--- src/rtl/bp_common_rv64_pkg.sv ---
// Shared RV64 definitions: instruction layouts, opcode constants and the
// encoder descriptor format enum used by the backend instruction encoder.
package bp_common_rv64_pkg;

  localparam int rv64_instr_width_gp = 32;

  // Descriptor formats accepted by the encoder
  typedef enum logic [2:0] {
    e_enc_r  = 3'd0,
    e_enc_i  = 3'd1,
    e_enc_s  = 3'd2,
    e_enc_u  = 3'd3,
    e_enc_li = 3'd4
  } bp_be_enc_fmt_e;

  // Encoder FSM states
  typedef enum logic {
    e_idle  = 1'b0,
    e_li_lo = 1'b1
  } bp_be_enc_state_e;

  localparam logic [6:0] rv64_op_imm    = 7'b0010011;
  localparam logic [6:0] rv64_op_imm_32 = 7'b0011011;
  localparam logic [6:0] rv64_op_lui    = 7'b0110111;
  localparam logic [2:0] rv64_funct3_addi  = 3'b000;
  localparam logic [2:0] rv64_funct3_addiw = 3'b000;
  localparam logic [31:0] rv64_nop_instr = 32'h0000_0013;

  typedef struct packed {
    logic [6:0] funct7;
    logic [4:0] rs2;
    logic [4:0] rs1;
    logic [2:0] funct3;
    logic [4:0] rd;
    logic [6:0] opcode;
  } rv64_instr_rtype_s;

  typedef struct packed {
    logic [11:0] imm12;
    logic [4:0]  rs1;
    logic [2:0]  funct3;
    logic [4:0]  rd;
    logic [6:0]  opcode;
  } rv64_instr_itype_s;

  typedef struct packed {
    logic [6:0] imm11to5;
    logic [4:0] rs2;
    logic [4:0] rs1;
    logic [2:0] funct3;
    logic [4:0] imm4to0;
    logic [6:0] opcode;
  } rv64_instr_stype_s;

  typedef struct packed {
    logic [19:0] imm20;
    logic [4:0]  rd;
    logic [6:0]  opcode;
  } rv64_instr_utype_s;

  // One 32-bit instruction word seen through each format view
  typedef union packed {
    rv64_instr_rtype_s rtype;
    rv64_instr_itype_s itype;
    rv64_instr_stype_s stype;
    rv64_instr_utype_s utype;
  } rv64_instr_s;

  function automatic rv64_instr_s make_itype(input logic [11:0] imm12,
                                             input logic [4:0]  rs1,
                                             input logic [2:0]  funct3,
                                             input logic [4:0]  rd,
                                             input logic [6:0]  opcode);
    rv64_instr_s w;
    w.itype = '{imm12: imm12, rs1: rs1, funct3: funct3, rd: rd, opcode: opcode};
    return w;
  endfunction

  function automatic rv64_instr_s make_utype(input logic [19:0] imm20,
                                             input logic [4:0]  rd,
                                             input logic [6:0]  opcode);
    rv64_instr_s w;
    w.utype = '{imm20: imm20, rd: rd, opcode: opcode};
    return w;
  endfunction

endpackage

--- src/rtl/bp_be_li_split.sv ---
// Splits a 32-bit li immediate into the LUI/ADDIW pieces and classifies
// whether a single instruction is enough.
module bp_be_li_split
  import bp_common_rv64_pkg::*;
(
  input  logic [31:0] imm_i,
  output logic        single_o,
  output logic        use_lui_only_o,
  output logic [19:0] hi20_o,
  output logic [11:0] lo12_o
);

  logic fits12;
  logic lo_zero;

  // Classify the immediate and round the upper part for a signed low half
  always_comb begin
    fits12         = (&imm_i[31:11]) | ~(|imm_i[31:11]);
    lo_zero        = (imm_i[11:0] == 12'd0);
    lo12_o         = imm_i[11:0];
    // (imm + 0x800)[31:12]: the low half is sign-extended by ADDIW, so round up
    // when bit 11 is set. Wraps to 20'h80000 for 0x7FFFF800.., which ADDIW fixes.
    hi20_o         = imm_i[31:12] + {19'd0, imm_i[11]};
    single_o       = fits12 | lo_zero;
    use_lui_only_o = ~fits12 & lo_zero;
  end

endmodule

--- src/rtl/bp_be_instr_encoder.sv ---
// Streaming RV64 instruction encoder: packs R/I/S/U descriptors into 32-bit
// words and expands li into LUI/ADDIW. Output is a single registered stage.
//
// Handshake: a descriptor is taken when v_i & ready_o; an instruction moves
// when v_o & ready_and_i. instr_o holds steady while v_o & ~ready_and_i.
// ready_o drops during the second half of a two-word li.
module bp_be_instr_encoder
  import bp_common_rv64_pkg::*;
#(
  parameter int instr_width_p = 32,
  parameter int imm_width_p   = 32
)
(
  input  logic                     clk_i,
  input  logic                     reset_i,
  input  logic                     v_i,
  output logic                     ready_o,
  input  logic [2:0]               fmt_i,
  input  logic [6:0]               opcode_i,
  input  logic [2:0]               funct3_i,
  input  logic [6:0]               funct7_i,
  input  logic [4:0]               rd_i,
  input  logic [4:0]               rs1_i,
  input  logic [4:0]               rs2_i,
  input  logic [imm_width_p-1:0]   imm_i,
  output logic                     v_o,
  input  logic                     ready_and_i,
  output logic [instr_width_p-1:0] instr_o,
  output logic                     error_o
);

  bp_be_enc_state_e state_r, state_n;
  rv64_instr_s      instr_r, instr_n;
  logic             v_r, v_n;
  logic             err_r, err_n;
  logic [11:0]      lo12_r, lo12_n;
  logic [4:0]       rd_r, rd_n;

  rv64_instr_s      desc_word;
  logic             desc_err;
  logic             desc_two;
  logic             imm_fits12;
  logic             accept;
  logic             out_xfer;

  logic             li_single;
  logic             li_lui_only;
  logic [19:0]      li_hi20;
  logic [11:0]      li_lo12;

  bp_be_li_split li_split (
    .imm_i          (imm_i[31:0]),
    .single_o       (li_single),
    .use_lui_only_o (li_lui_only),
    .hi20_o         (li_hi20),
    .lo12_o         (li_lo12)
  );

  assign ready_o  = (state_r == e_idle) & (~v_r | ready_and_i);
  assign accept   = v_i & ready_o;
  assign out_xfer = v_r & ready_and_i;
  assign v_o      = v_r;
  assign instr_o  = instr_r;
  assign error_o  = err_r;

  // Pack the incoming descriptor into its first (often only) instruction word
  always_comb begin
    desc_word  = '0;
    desc_err   = 1'b0;
    desc_two   = 1'b0;
    imm_fits12 = (&imm_i[31:11]) | ~(|imm_i[31:11]);
    case (bp_be_enc_fmt_e'(fmt_i))
      e_enc_r: desc_word.rtype = '{funct7: funct7_i, rs2: rs2_i, rs1: rs1_i,
                                   funct3: funct3_i, rd: rd_i, opcode: opcode_i};
      e_enc_i: begin
        desc_word = make_itype(imm_i[11:0], rs1_i, funct3_i, rd_i, opcode_i);
        desc_err  = ~imm_fits12;
      end
      e_enc_s: begin
        desc_word.stype = '{imm11to5: imm_i[11:5], rs2: rs2_i, rs1: rs1_i,
                            funct3: funct3_i, imm4to0: imm_i[4:0], opcode: opcode_i};
        desc_err        = ~imm_fits12;
      end
      e_enc_u: desc_word = make_utype(imm_i[31:12], rd_i, opcode_i);
      e_enc_li: begin
        if (rd_i == 5'd0) begin
          desc_word = rv64_nop_instr;
        end else if (li_single & ~li_lui_only) begin
          desc_word = make_itype(imm_i[11:0], 5'd0, rv64_funct3_addi, rd_i, rv64_op_imm);
        end else begin
          // LUI-only case has imm[11]=0, so hi20 equals imm[31:12] there
          desc_word = make_utype(li_hi20, rd_i, rv64_op_lui);
          desc_two  = ~li_single;
        end
      end
      // Unknown format codes are rejected like an out-of-range immediate
      default: desc_err = 1'b1;
    endcase
  end

  // State register
  always_ff @(posedge clk_i or posedge reset_i) begin
    if (reset_i) state_r <= e_idle;
    else         state_r <= state_n;
  end

  // Next-state: enter e_li_lo after a two-word li, leave once the LUI moves
  always_comb begin
    state_n = state_r;
    case (state_r)
      e_idle:  if (accept & ~desc_err & desc_two) state_n = e_li_lo;
      e_li_lo: if (out_xfer) state_n = e_idle;
      default: state_n = e_idle;
    endcase
  end

  // Output-stage next values: load on accept or ADDIW follow-up, clear on transfer
  always_comb begin
    instr_n = instr_r;
    v_n     = v_r;
    err_n   = 1'b0;
    lo12_n  = lo12_r;
    rd_n    = rd_r;
    if (out_xfer) v_n = 1'b0;
    case (state_r)
      e_idle: begin
        if (accept) begin
          if (desc_err) begin
            err_n = 1'b1;
          end else begin
            instr_n = desc_word;
            v_n     = 1'b1;
            lo12_n  = li_lo12;
            rd_n    = rd_i;
          end
        end
      end
      e_li_lo: begin
        if (out_xfer) begin
          instr_n = make_itype(lo12_r, rd_r, rv64_funct3_addiw, rd_r, rv64_op_imm_32);
          v_n     = 1'b1;
        end
      end
      default: ;
    endcase
  end

  // Output register and the saved second half of a two-word li
  always_ff @(posedge clk_i or posedge reset_i) begin
    if (reset_i) begin
      instr_r <= '0;
      v_r     <= 1'b0;
      err_r   <= 1'b0;
      lo12_r  <= '0;
      rd_r    <= '0;
    end else begin
      instr_r <= instr_n;
      v_r     <= v_n;
      err_r   <= err_n;
      lo12_r  <= lo12_n;
      rd_r    <= rd_n;
    end
  end

endmodule

--- config.mk ---
export PLATFORM = sky130hd
export DESIGN_NAME = bp_be_instr_encoder
export DESIGN_NICKNAME = d
export VERILOG_FILES = /design/src/rtl/bp_common_rv64_pkg.sv /design/src/rtl/bp_be_li_split.sv /design/src/rtl/bp_be_instr_encoder.sv
export SDC_FILE = /design/constraint.sdc
export NUM_CORES = 1
export LEC_CHECK = 0
export CORE_MARGIN = 8
export CORE_UTILIZATION = 53
export DETAILED_ROUTE_END_ITERATION = 12
export PLACE_DENSITY = 0.87
export SLEW_MARGIN = 40
export SYNTH_ARGS = -nofsm -noshare
export SYNTH_HDL_FRONTEND = slang
export SYNTH_HIERARCHICAL = 1
export SYNTH_SLANG_ARGS = --single-unit
export TNS_END_PERCENT = 20
--- constraint.sdc ---
create_clock -name clk_i -period 2.8 [get_ports clk_i]
set_input_delay 0.56 -clock clk_i [delete_from_list [all_inputs] [get_ports clk_i]]
set_output_delay 0.56 -clock clk_i [all_outputs]
set_load 0.01 [all_outputs]
==> flow_summary_export.csv, run 1 <==
group,metric,value,unit
routing,drtIter0Drc,298,
synthesis,synth_fp_nets,477,
outcome,status,"completed",
routing,first_pass_iters,4,
timing,maxClockFrequency,370.3,MHz
timing,setup_viol,0,
finish,seqCellArea,1301,µm²
synthesis,synth_area,3852,µm²
global_routing,antenna_found_initial,0,
die,rows,31,
synthesis,async_reset_ff_share,100.0,%
finish,final_util,78.73,%
timing,drv_slew,0,
synthesis,synth_edf_count,0,
setup_path,worstPathRequired,3.00,ns
finish,multiInputGateArea,2282,µm²
placed_design,placed_cell_area,5443,µm²
synthesis,seq_area_frac_synth,33.78,%
die,fp.dieH,101.3,µm
clocking,postCtsHoldBufs,0,
power,vdd_ir_drop_max,370.8,µV
timing,skew,0.009064,ns
synthesis,ys_ff_latch,52,
synthesis,ys_warn_count,6,
power,finalPower,3.503,mW
finish,final_net_count,634,
global_routing,grt_use_total,26.05,%
setup_path,end_kind,"register",
timing,hold_viol,0,
clocking,cts_sinks,52,
synthesis,synth.distinct_cells,54,
synthesis,syn_avg_cell_area,9.559,µm²
synthesis,synth_area_leaders,"dfrtp_1 (34%), mux2i_1 (8.6%), a221oi_2 (5.8%)",
die,ios,106,
routing,antenna_left,0,
placed_design,gp_congestion,0.9651,
power,leakage,2.463,nW
power,powerDensity,623.3,nW/µm²
finish,n_fill_cell,498,
synthesis,synth_top_cell_area_share,33.78,%
global_routing,grt_remaining_overflow,0,
clocking,clock_latency,0.32,ns
clocking,htree_levels,2,
placed_design,portBuffers,105,
finish,synthToLayoutAreaGrowth,45.86,%
global_routing,grt_pass1_vias,4158,
worst_hold_path,hp-class,"reg -> reg",
routing,drt_wl_total,13130,µm
routing,via_per_inst,6.014,
die,initial_utilization,53.98,%
synthesis,synth_most_common_cell,"dfrtp_1",
global_routing,grt_max_degree,35,
setup_path,start_kind,"input port",
setup_path,setup.worst_path.class,"in -> reg",
clocking,clkTransAtPathRegs,0.11,ns
synthesis,synth_flop_cell,"dfrtp_1",
setup_path,worstPathArrival,2.90,ns
die,dieArea,10250,µm²
flow_run,drv_cap,0,
timing,period_share,96.44,%
clocking,cts-root-buf,"clkbuf_8",
finish,drive_above_1_share,26.20,%
synthesis,synth_area_leader_cell,"dfrtp_1",
global_routing,grt_pass1_wl,21240,µm
routing,vias,3969,
timing,finalCriticalPeriod,2.700,ns
timing,tightestPinTransition,0.7185,ns
finish,final_cell_area,5619,µm²
synthesis,ys_top_cells_by_count,"dfrtp_1 (52), mux2i_1 (33), inv_1 (30)",
timing,slew-limit-headroom,51.97,%
die,fp.dieW,101.3,µm
synthesis,syn_inst,403,
routing,route.detailed.drc,0,
routing,routedWlPerCell,19.89,µm
clocking,cts_tree,"done",
clocking,ctsLongestPathBuffers,2,
setup_path,path_max_fanout,4,
finish,antenna_cells,0,
placed_design,dp_hpwl,10200,µm
timing,worst_hold_slack,0.5120,ns
die,core-area,7137,µm²
clocking,numCtsBuffers,5,
## cells by family after synthesis
kind of cell	synth area share, %
and+or+nand+nor	18.09
AOI/OAI and AO/OA	18.29
buffers and inverters	8.184
muxes	16.37
DFF	33.78
xor gates and xnor gates	4.320
adders and majority gates	0.9744
## routing by layer
metal / global-route usage [%] / wire, µm
met4: 9.851 / 280
met2: 45.34 / 6596
met3: 4.124 / 980
met5: 0 / 0
met1: 31.46 / 5267
## cells in the final DEF (no fill, tap or decap), types with 3 or more instances in the layout
master and n:
nor2_1 29, nor4_1 9, nand2_1 19, nand3_1 15, a2bb2oi_1 3, clkdlybuf4s50_1 101, mux2_2 18, inv_1 29
xor2_1 4, nor3_1 7, xnor2_1 15, a32oi_1 3, a22oi_1 8, buf_4 75, clkbuf_8 5, a21oi_1 22
a221oi_2 15, mux2i_1 33, nor4_2 3, buf_12 3, nor2b_1 6, dfrtp_1 52, a221o_1 5, a211oi_1 5
dlymetal6s2s_1 4, nor3b_1 4, o22ai_1 4, mux2_4 5, nand4_1 8, o21ai_0 7, and3_1 3
## metrics by stage
step / TNS, ns / worst slack, ns / cells
5_1_grt: -0.06588 / -0.06588 / 660
3_3_place_gp: -8.448 / -0.3081 / 651
2_1_floorplan: 0 / 0.06740 / 403
4_1_cts: -0.003682 / -0.002449 / 659
3_5_place_dp: -11.59 / -0.4149 / 651
6_report: 0 / 0.09978 / 660
## area by class of cell
type | count | share of cell area (%)
Clock inverter | 3 | 0.4899
Clock buffer | 5 | 1.225
Timing Repair Buffer | 184 | 30.17
Tap cell | 99 | 2.204
Inverter | 32 | 2.138
Sequential cell | 52 | 23.16
Multi-Input combinational cell | 285 | 40.61
## where the power goes
group	total [mW]	internal [mW]	switching [mW]
clock	0.476	0.185	0.292
sequential	1.32	1.10	0.226
combinational	1.70	0.991	0.713
## sequential cells by signal, indices dropped and copies added, names as in the netlist
signal / cells
rd_r: 5
instr_o: 32
lo12_r: 12
state_r: 1
error_o: 1
v_o: 1
## critical path: stages
cell	delay, ns
clkdlybuf4s50_1	0.46
buf_4	0.17
nor4_2	0.22
and3_1	0.21
nand3_1	0.09
and3b_2	0.25
nor2b_4	0.19
buf_6	0.15
mux2i_1	0.23
o21ai_1	0.13
a21oi_2	0.16
a22oi_2	0.06
## worst paths after layout
kind                                   startpoint                      end  slack, ns  cells after the start
setup reg to reg                state_r$_DFF_PP0_  instr_o[19]$_DFFE_PP0P_       0.80                      5
hold / removal             instr_o[6]$_DFFE_PP0P_   instr_o[6]$_DFFE_PP0P_       0.51                      1
setup / recovery                        imm_i[29]  instr_o[21]$_DFFE_PP0P_        0.1                     12
max in group asynchronous                 reset_i    lo12_r[6]$_DFFE_PP0P_       1.81                      3
hold reg to reg            instr_o[6]$_DFFE_PP0P_   instr_o[6]$_DFFE_PP0P_       0.51                      1
min in group asynchronous                 reset_i  instr_o[16]$_DFFE_PP0P_       0.58                      3
## repair_timing
action                                  in CTS  in global routing
buffers inserted                             0                  1
gates resized for setup                      1                 18
endpoints found under the setup margin      19                 19
cloned                                       0                  0
pin swaps                                    0                  6
Power figures use the tool's default switching activity.
==> inputs of run 2 (changes only) <==
--- a/config.mk
+++ b/config.mk
@@ -7,7 +7,9 @@
 export LEC_CHECK = 0
 export CORE_MARGIN = 8
 export CORE_UTILIZATION = 53
+export CTS_CLUSTER_DIAMETER = 200
 export DETAILED_ROUTE_END_ITERATION = 12
+export HOLD_SLACK_MARGIN = 0.1
 export PLACE_DENSITY = 0.87
 export SLEW_MARGIN = 40
 export SYNTH_ARGS = -nofsm -noshare
==> constraint.sdc (replaced) <==
create_clock -name clk_i -period 2.8 [get_ports clk_i]
set_input_delay 0.56 -clock clk_i [delete_from_list [all_inputs] [get_ports clk_i]]
set_output_delay 0.56 -clock clk_i [all_outputs]
set_load 0.1 [all_outputs]
==> run 2 against run 1 <==
  * Sequential share of layout area barely moved
  * Utilization fell by 0.088 points
  * Sequential power barely moved
  * Sequential cell count did not move
  * Via count fell by 3.0%
  * Fmax fell by 0.79%
  * Die area did not move
  * Global-route usage fell by 0.43 points
  * Clock skew rose by 0.00080 ns
==> flow_summary_export.csv, run 2 (synthesized netlist as in run 1, its figures left out) <==
group,metric,value,unit
power,vdd_ir_drop_max,601.4,µV
finish,final_common_cell,"buf_4",
timing,maxClockFrequency,367.4,MHz
setup_path,path_delay_family,"simple AND/OR/NAND/NOR gates",
clocking,numCtsBuffers,5,
setup_path,critPathSlowestCell,"clkdlybuf4s50_1",
global_routing,grt_remaining_overflow,0,
routing,via_per_inst,5.779,
global_routing,grt_pass1_vias,3993,
placed_design,portBuffers,105,
power,powerDensity,901.0,nW/µm²
die,core-area,7137,µm²
routing,drtIter0Drc,252,
setup_path,start_kind,"input port",
setup_path,rr_worst_depth,5,
placed_design,gp_congestion,0.9421,
routing,drt_wl_total,13200,µm
finish,antenna_cells,0,
clocking,postCtsHoldBufs,0,
finish,final_util,78.65,%
global_routing,grt_pass1_wl,20740,µm
setup_path,end_kind,"register",
worst_hold_path,hold_end,"instr_o[6]$_DFFE_PP0P_",
routing,vias,3849,
timing,hold_viol,0,
setup_path,setup.worst_path.class,"in -> reg",
die,fp.dieW,101.3,µm
timing,finalCriticalPeriod,2.722,ns
setup_path,path_cells,"clkdlybuf4s50_1, nand4_4, nor4_4, nand4_1, and3b_2, nor2b_4, buf_6, mux2i_1, o21ai_0, a21oi_1, a22oi_1",
finish,final_net_count,640,
setup_path,r2r_slack,0.58,ns
timing,period_share,97.20,%
setup_path,slowest_delay,0.59,ns
finish,n_fill_cell,523,
clocking,htree_levels,2,
routing,first_pass_iters,5,
clocking,ctsLongestPathBuffers,2,
die,rows,31,
timing,setup_viol,0,
die,dieArea,10250,µm²
routing,route.detailed.drc,0,
die,ios,106,
timing,slew-limit-headroom,48.51,%
setup_path,path_max_fanout,4,
setup_path,worstPathRequired,2.99,ns
setup_path,crit_buf_inv,2,
routing,antenna_left,0,
die,initial_utilization,53.98,%
setup_path,r2r-start,"state_r$_DFF_PP0_",
finish,final_cell_mix,"buf_4 (112), clkdlybuf4s50_1 (67), dfrtp_1 (52)",
routing,routedWlPerCell,19.82,µm
clocking,cts_setup_buffers,0,
clocking,clkTransAtPathRegs,0.10,ns
die,fp.dieH,101.3,µm
setup_path,worstReg2RegEnd,"instr_o[18]$_DFFE_PP0P_",
power,finalPower,5.057,mW
global_routing,grt_max_degree,53,
clocking,cts_sinks,52,
setup_path,worstPathArrival,2.91,ns
finish,largest_register_ffs,32,
global_routing,grt_use_total,25.62,%
clocking,cts-root-buf,"clkbuf_8",
finish,drive_above_1_share,32.98,%
clocking,clock_latency,0.31,ns
clocking,cts_tree,"done",
power,leakage,2.531,nW
global_routing,antenna_found_initial,0,
outcome,status,"completed",
timing,tightestPinTransition,0.7702,ns
finish,synthToLayoutAreaGrowth,45.70,%
placed_design,dp_hpwl,10240,µm
worst_hold_path,min-delay-start,"instr_o[6]$_DFFE_PP0P_",
timing,drv_slew,0,
worst_hold_path,whs_path_depth,1,
flow_run,drv_cap,0,
timing,skew,0.009860,ns
worst_hold_path,hp-class,"reg -> reg",
==> run 2: cell count changes in the layout (fill, tap and decap cells not counted), sizes merged <==
cell | previous run | this run
clkinv | 2 | 1
clkdlybuf4s50 | 101 | 67
buf | 79 | 120
inv | 32 | 33
dlymetal6s2s | 4 | 3
==> run 2: report_power, final <==
group | switching (mW) | internal (mW) | leakage (nW) | total (mW)
clock network | 0.285 | 0.183 | 0.0452 | 0.468
registers | 0.236 | 1.10 | 0.613 | 1.33
logic | 2.32 | 0.939 | 1.87 | 3.26
total | 2.84 | 2.22 | 2.53 | 5.06
==> run 2: worst max path at each step <==
stage	to	startpoint	cells after the start	slack, ns
3_3_place_gp	instr_o[31]$_DFFE_PP0P_	imm_i[11]	12	-0.35
4_1_cts	instr_o[18]$_DFFE_PP0P_	imm_i[11]	10	0.02
3_5_place_dp	instr_o[23]$_DFFE_PP0P_	imm_i[11]	11	-0.40
6_report	instr_o[20]$_DFFE_PP0P_	imm_i[15]	11	0.08
5_1_grt	instr_o[20]$_DFFE_PP0P_	imm_i[15]	11	-0.006
2_1_floorplan	instr_o[31]$_DFFE_PP0P_	imm_i[11]	12	-0.25
==> run 2: area by class of cell <==
| type | instances | area (µm²) | area share [%] |
|---|---|---|---|
| Clock buffer | 5 | 68.82 | 1.226 |
| Clock inverter | 3 | 25.02 | 0.4458 |
| Tap cell | 99 | 123.9 | 2.207 |
| Timing Repair Buffer | 190 | 1687 | 30.05 |
| Multi-Input combinational cell | 285 | 2287 | 40.75 |
| Inverter | 32 | 120.1 | 2.140 |
| Sequential cell | 52 | 1301 | 23.18 |
==> run 2: stage by stage <==
step             TNS, ns  area (µm²)  hold slack, ns  instances  setup WS (ns)
2_1_floorplan     -1.677        3860          0.4811        403        -0.2454
3_3_place_gp      -9.167        5445          0.4806        657        -0.3534
3_5_place_dp      -10.69        5445          0.4930        657        -0.3989
4_1_cts                0        5545          0.5167        665        0.01859
5_1_grt        -0.006056        5613          0.5365        666      -0.006056
6_report               0        5613          0.5084        666        0.07835
==> run 2: repair_timing <==
item                       CTS  global route
setup endpoints to repair   14            22
gates resized for setup      2            17
gates cloned                 0             1
pin swaps                    0             8
==> run 2: routing by layer <==
| layer | track usage, % | up-vias | wire length (µm) |
|---|---|---|---|
| met3 | 4.536 | 34 | 853 |
| met2 | 42.11 | 164 | 6380 |
| li1 | - | 1804 | - |
| met4 | 11.23 | 0 | 398 |
| met1 | 32.12 | 1847 | 5566 |
| met5 | 0 | - | 0 |
==> inputs of run 3 (changes only) <==
--- a/config.mk
+++ b/config.mk
@@ -5,12 +5,14 @@
 export SDC_FILE = /design/constraint.sdc
 export NUM_CORES = 1
 export LEC_CHECK = 0
+export CORE_ASPECT_RATIO = 1.75
 export CORE_MARGIN = 8
 export CORE_UTILIZATION = 53
 export CTS_CLUSTER_DIAMETER = 200
 export DETAILED_ROUTE_END_ITERATION = 12
 export HOLD_SLACK_MARGIN = 0.1
 export PLACE_DENSITY = 0.87
+export SKIP_LAST_GASP = 1
 export SLEW_MARGIN = 40
 export SYNTH_ARGS = -nofsm -noshare
 export SYNTH_HDL_FRONTEND = slang
==> constraint.sdc (replaced) <==
create_clock -name clk_i -period 2.8 [get_ports clk_i]
set_input_delay 0.42 -clock clk_i [delete_from_list [all_inputs] [get_ports clk_i]]
set_output_delay 0.42 -clock clk_i [all_outputs]
set_load 0.1 [all_outputs]
==> run 3 against run 2 <==
  * Critical path type unchanged
  * Largest power group unchanged
  * Via count increased by 1.8%
  * Register-to-register slack worse by 0.06 ns
  * Fmax grew 2.6%
  * Highest routed layer unchanged
  * Total power rose by 5.0%
  * Sequential share of layout area up 0.27 points
  * Wire length rose by 4.5%
  * Clock skew down 0.0026 ns
  * First-iteration DRC count grew 3.6%
  * Cell count is 3.5% lower
  * Utilization shrank 0.84 points
  * Sequential cell count did not move
==> flow_summary_export.csv, run 3 (synthesized netlist as in run 1, its figures left out) <==
group,metric,value,unit
placed_design,dp_hpwl,10800,µm
clocking,htree_levels,2,
clocking,cts_sinks,52,
setup_path,path_cells,"clkdlybuf4s50_1, buf_4, nor2_1, o21ai_0, nor3_1, a221o_1, mux2_4",
placed_design,portBuffers,105,
outcome,status,"completed",
finish,final_cell_mix,"buf_4 (106), clkdlybuf4s50_1 (67), dfrtp_1 (52)",
finish,final_common_cell,"buf_4",
global_routing,grt_max_degree,53,
routing,route.detailed.drc,0,
routing,first_pass_iters,5,
die,core-area,7131,µm²
routing,vias,3919,
routing,via_per_inst,6.095,
die,fp.dieH,128.8,µm
clocking,ctsLongestPathBuffers,2,
finish,final_util,77.80,%
worst_hold_path,hp-class,"reg -> reg",
timing,maxClockFrequency,377.1,MHz
setup_path,start_kind,"input port",
routing,antenna_left,0,
setup_path,setup.worst_path.class,"in -> reg",
clocking,cts_tree,"done",
finish,n_fill_cell,501,
global_routing,grt_pass1_wl,21510,µm
placed_design,gp_congestion,0.9208,
finish,largest_register_ffs,32,
power,powerDensity,956.9,nW/µm²
clocking,numCtsBuffers,5,
setup_path,end_kind,"register",
routing,drtIter0Drc,261,
setup_path,critPathSlowestCell,"nor3_1",
global_routing,grt_pass1_vias,4224,
clocking,clkTransAtPathRegs,0.06,ns
finish,final_cell_area,5548,µm²
die,rows,41,
finish,synthToLayoutAreaGrowth,44.01,%
clocking,clock_latency,0.29,ns
timing,hold_viol,0,
routing,routedWlPerCell,21.45,µm
flow_run,drv_cap,0,
setup_path,worstPathArrival,2.88,ns
finish,final_net_count,630,
timing,period_share,94.70,%
timing,tightestPinTransition,0.6846,ns
setup_path,path_max_fanout,6,
finish,antenna_cells,0,
power,leakage,2.506,nW
timing,drv_slew,0,
setup_path,worstPathRequired,3.03,ns
global_routing,grt_remaining_overflow,0,
finish,final_cells,643,
timing,setup_viol,0,
die,initial_utilization,54.03,%
setup_path,slowest_delay,0.57,ns
global_routing,antenna_found_initial,0,
timing,finalCriticalPeriod,2.652,ns
die,ios,106,
global_routing,grt_use_total,26.63,%
die,fp.dieW,80.45,µm
power,vdd_ir_drop_max,567.2,µV
timing,rsz0062_at_grt,"false",
timing,slew-limit-headroom,54.23,%
finish,drive_above_1_share,31.60,%
clocking,cts-root-buf,"clkbuf_16",
timing,setup_tns,0,ns
placed_design,placed_cell_area,5336,µm²
die,dieArea,10360,µm²
routing,drt_wl_total,13790,µm
timing,skew,0.007251,ns
placed_design,place_inst,635,
-- run 3: cell types whose count changed in the layout (fill, tap and decap cells not counted), moves of 2 or more --
cell	delta
buf_12	-2
buf_4	-6
clkbuf_16	+5
clkbuf_8	-5
inv_6	-2
-- run 3: power breakdown --
group          switching (mW)  total [mW]  leakage [nW]  internal, mW
logic                    2.33        3.25          1.81         0.918
registers               0.271        1.37         0.613          1.10
clock network           0.264       0.685        0.0808         0.421
-- run 3: area by class of cell --
class,count,area (µm²),area share (%)
Multi-Input combinational cell,285,2280,41.09
Clock buffer,6,128.9,2.323
Sequential cell,52,1301,23.46
Clock inverter,2,35.03,0.6315
Tap cell,86,107.6,1.940
Inverter,32,120.1,2.165
Timing Repair Buffer,180,1575,28.39
-- run 3: stage by stage --
stage / hold WS (ns) / worst slack [ns] / total power [mW]
after floorplan: 0.4811 / -0.1054 / 3.717
after global placement: 0.4820 / -0.2799 / 4.511
after detailed placement: 0.4938 / -0.2856 / 4.599
after CTS: 0.5080 / -0.002672 / 5.303
after global routing: 0.5198 / 0.007116 / 5.481
final: 0.5118 / 0.1483 / 5.309
-- run 3: repair_timing --
item | 4_1_cts | 5_1_grt
hold buffers | 0 | 0
endpoints found under the setup margin | 1 | 19
buffers inserted | 0 | 0
resized for setup | 0 | 11
pin swaps | 0 | 4
-- run 3: worst paths after layout --
path                                          from                      end  slack (ns)  cells after the start
min in group asynchronous                  reset_i   instr_o[6]$_DFFE_PP0P_        0.62                      3
hold reg to reg            instr_o[18]$_DFFE_PP0P_  instr_o[18]$_DFFE_PP0P_        0.51                      1
max in group asynchronous                  reset_i  instr_o[16]$_DFFE_PP0P_        1.72                      3
hold / removal             instr_o[18]$_DFFE_PP0P_  instr_o[18]$_DFFE_PP0P_        0.51                      1
setup reg to reg                 state_r$_DFF_PP0_  instr_o[19]$_DFFE_PP0P_        0.52                      5
setup / recovery                          fmt_i[0]  instr_o[15]$_DFFE_PP0P_        0.15                      7
-- run 3: critical path: cells and delay by family --
| family | cells | cell delay, ns |
|---|---|---|
| AO/OA/AOI/OAI | 2 | 0.58 |
| buffers and inverters | 2 | 0.68 |
| AND/OR/NAND/NOR | 2 | 1.05 |
| multiplexers | 1 | 0.14 |
-- run 3: metal layers --
metal / share of wire, % / track usage [%] / wire [µm] / up-vias
met4: 4.4 / 13.90 / 607 / 0
met2: 54 / 48.81 / 7449 / 187
met3: 5.7 / 3.492 / 782 / 45
li1: - / - / - / 1774
met1: 36 / 28.03 / 4951 / 1913
met5: 0 / 0 / 0 / -
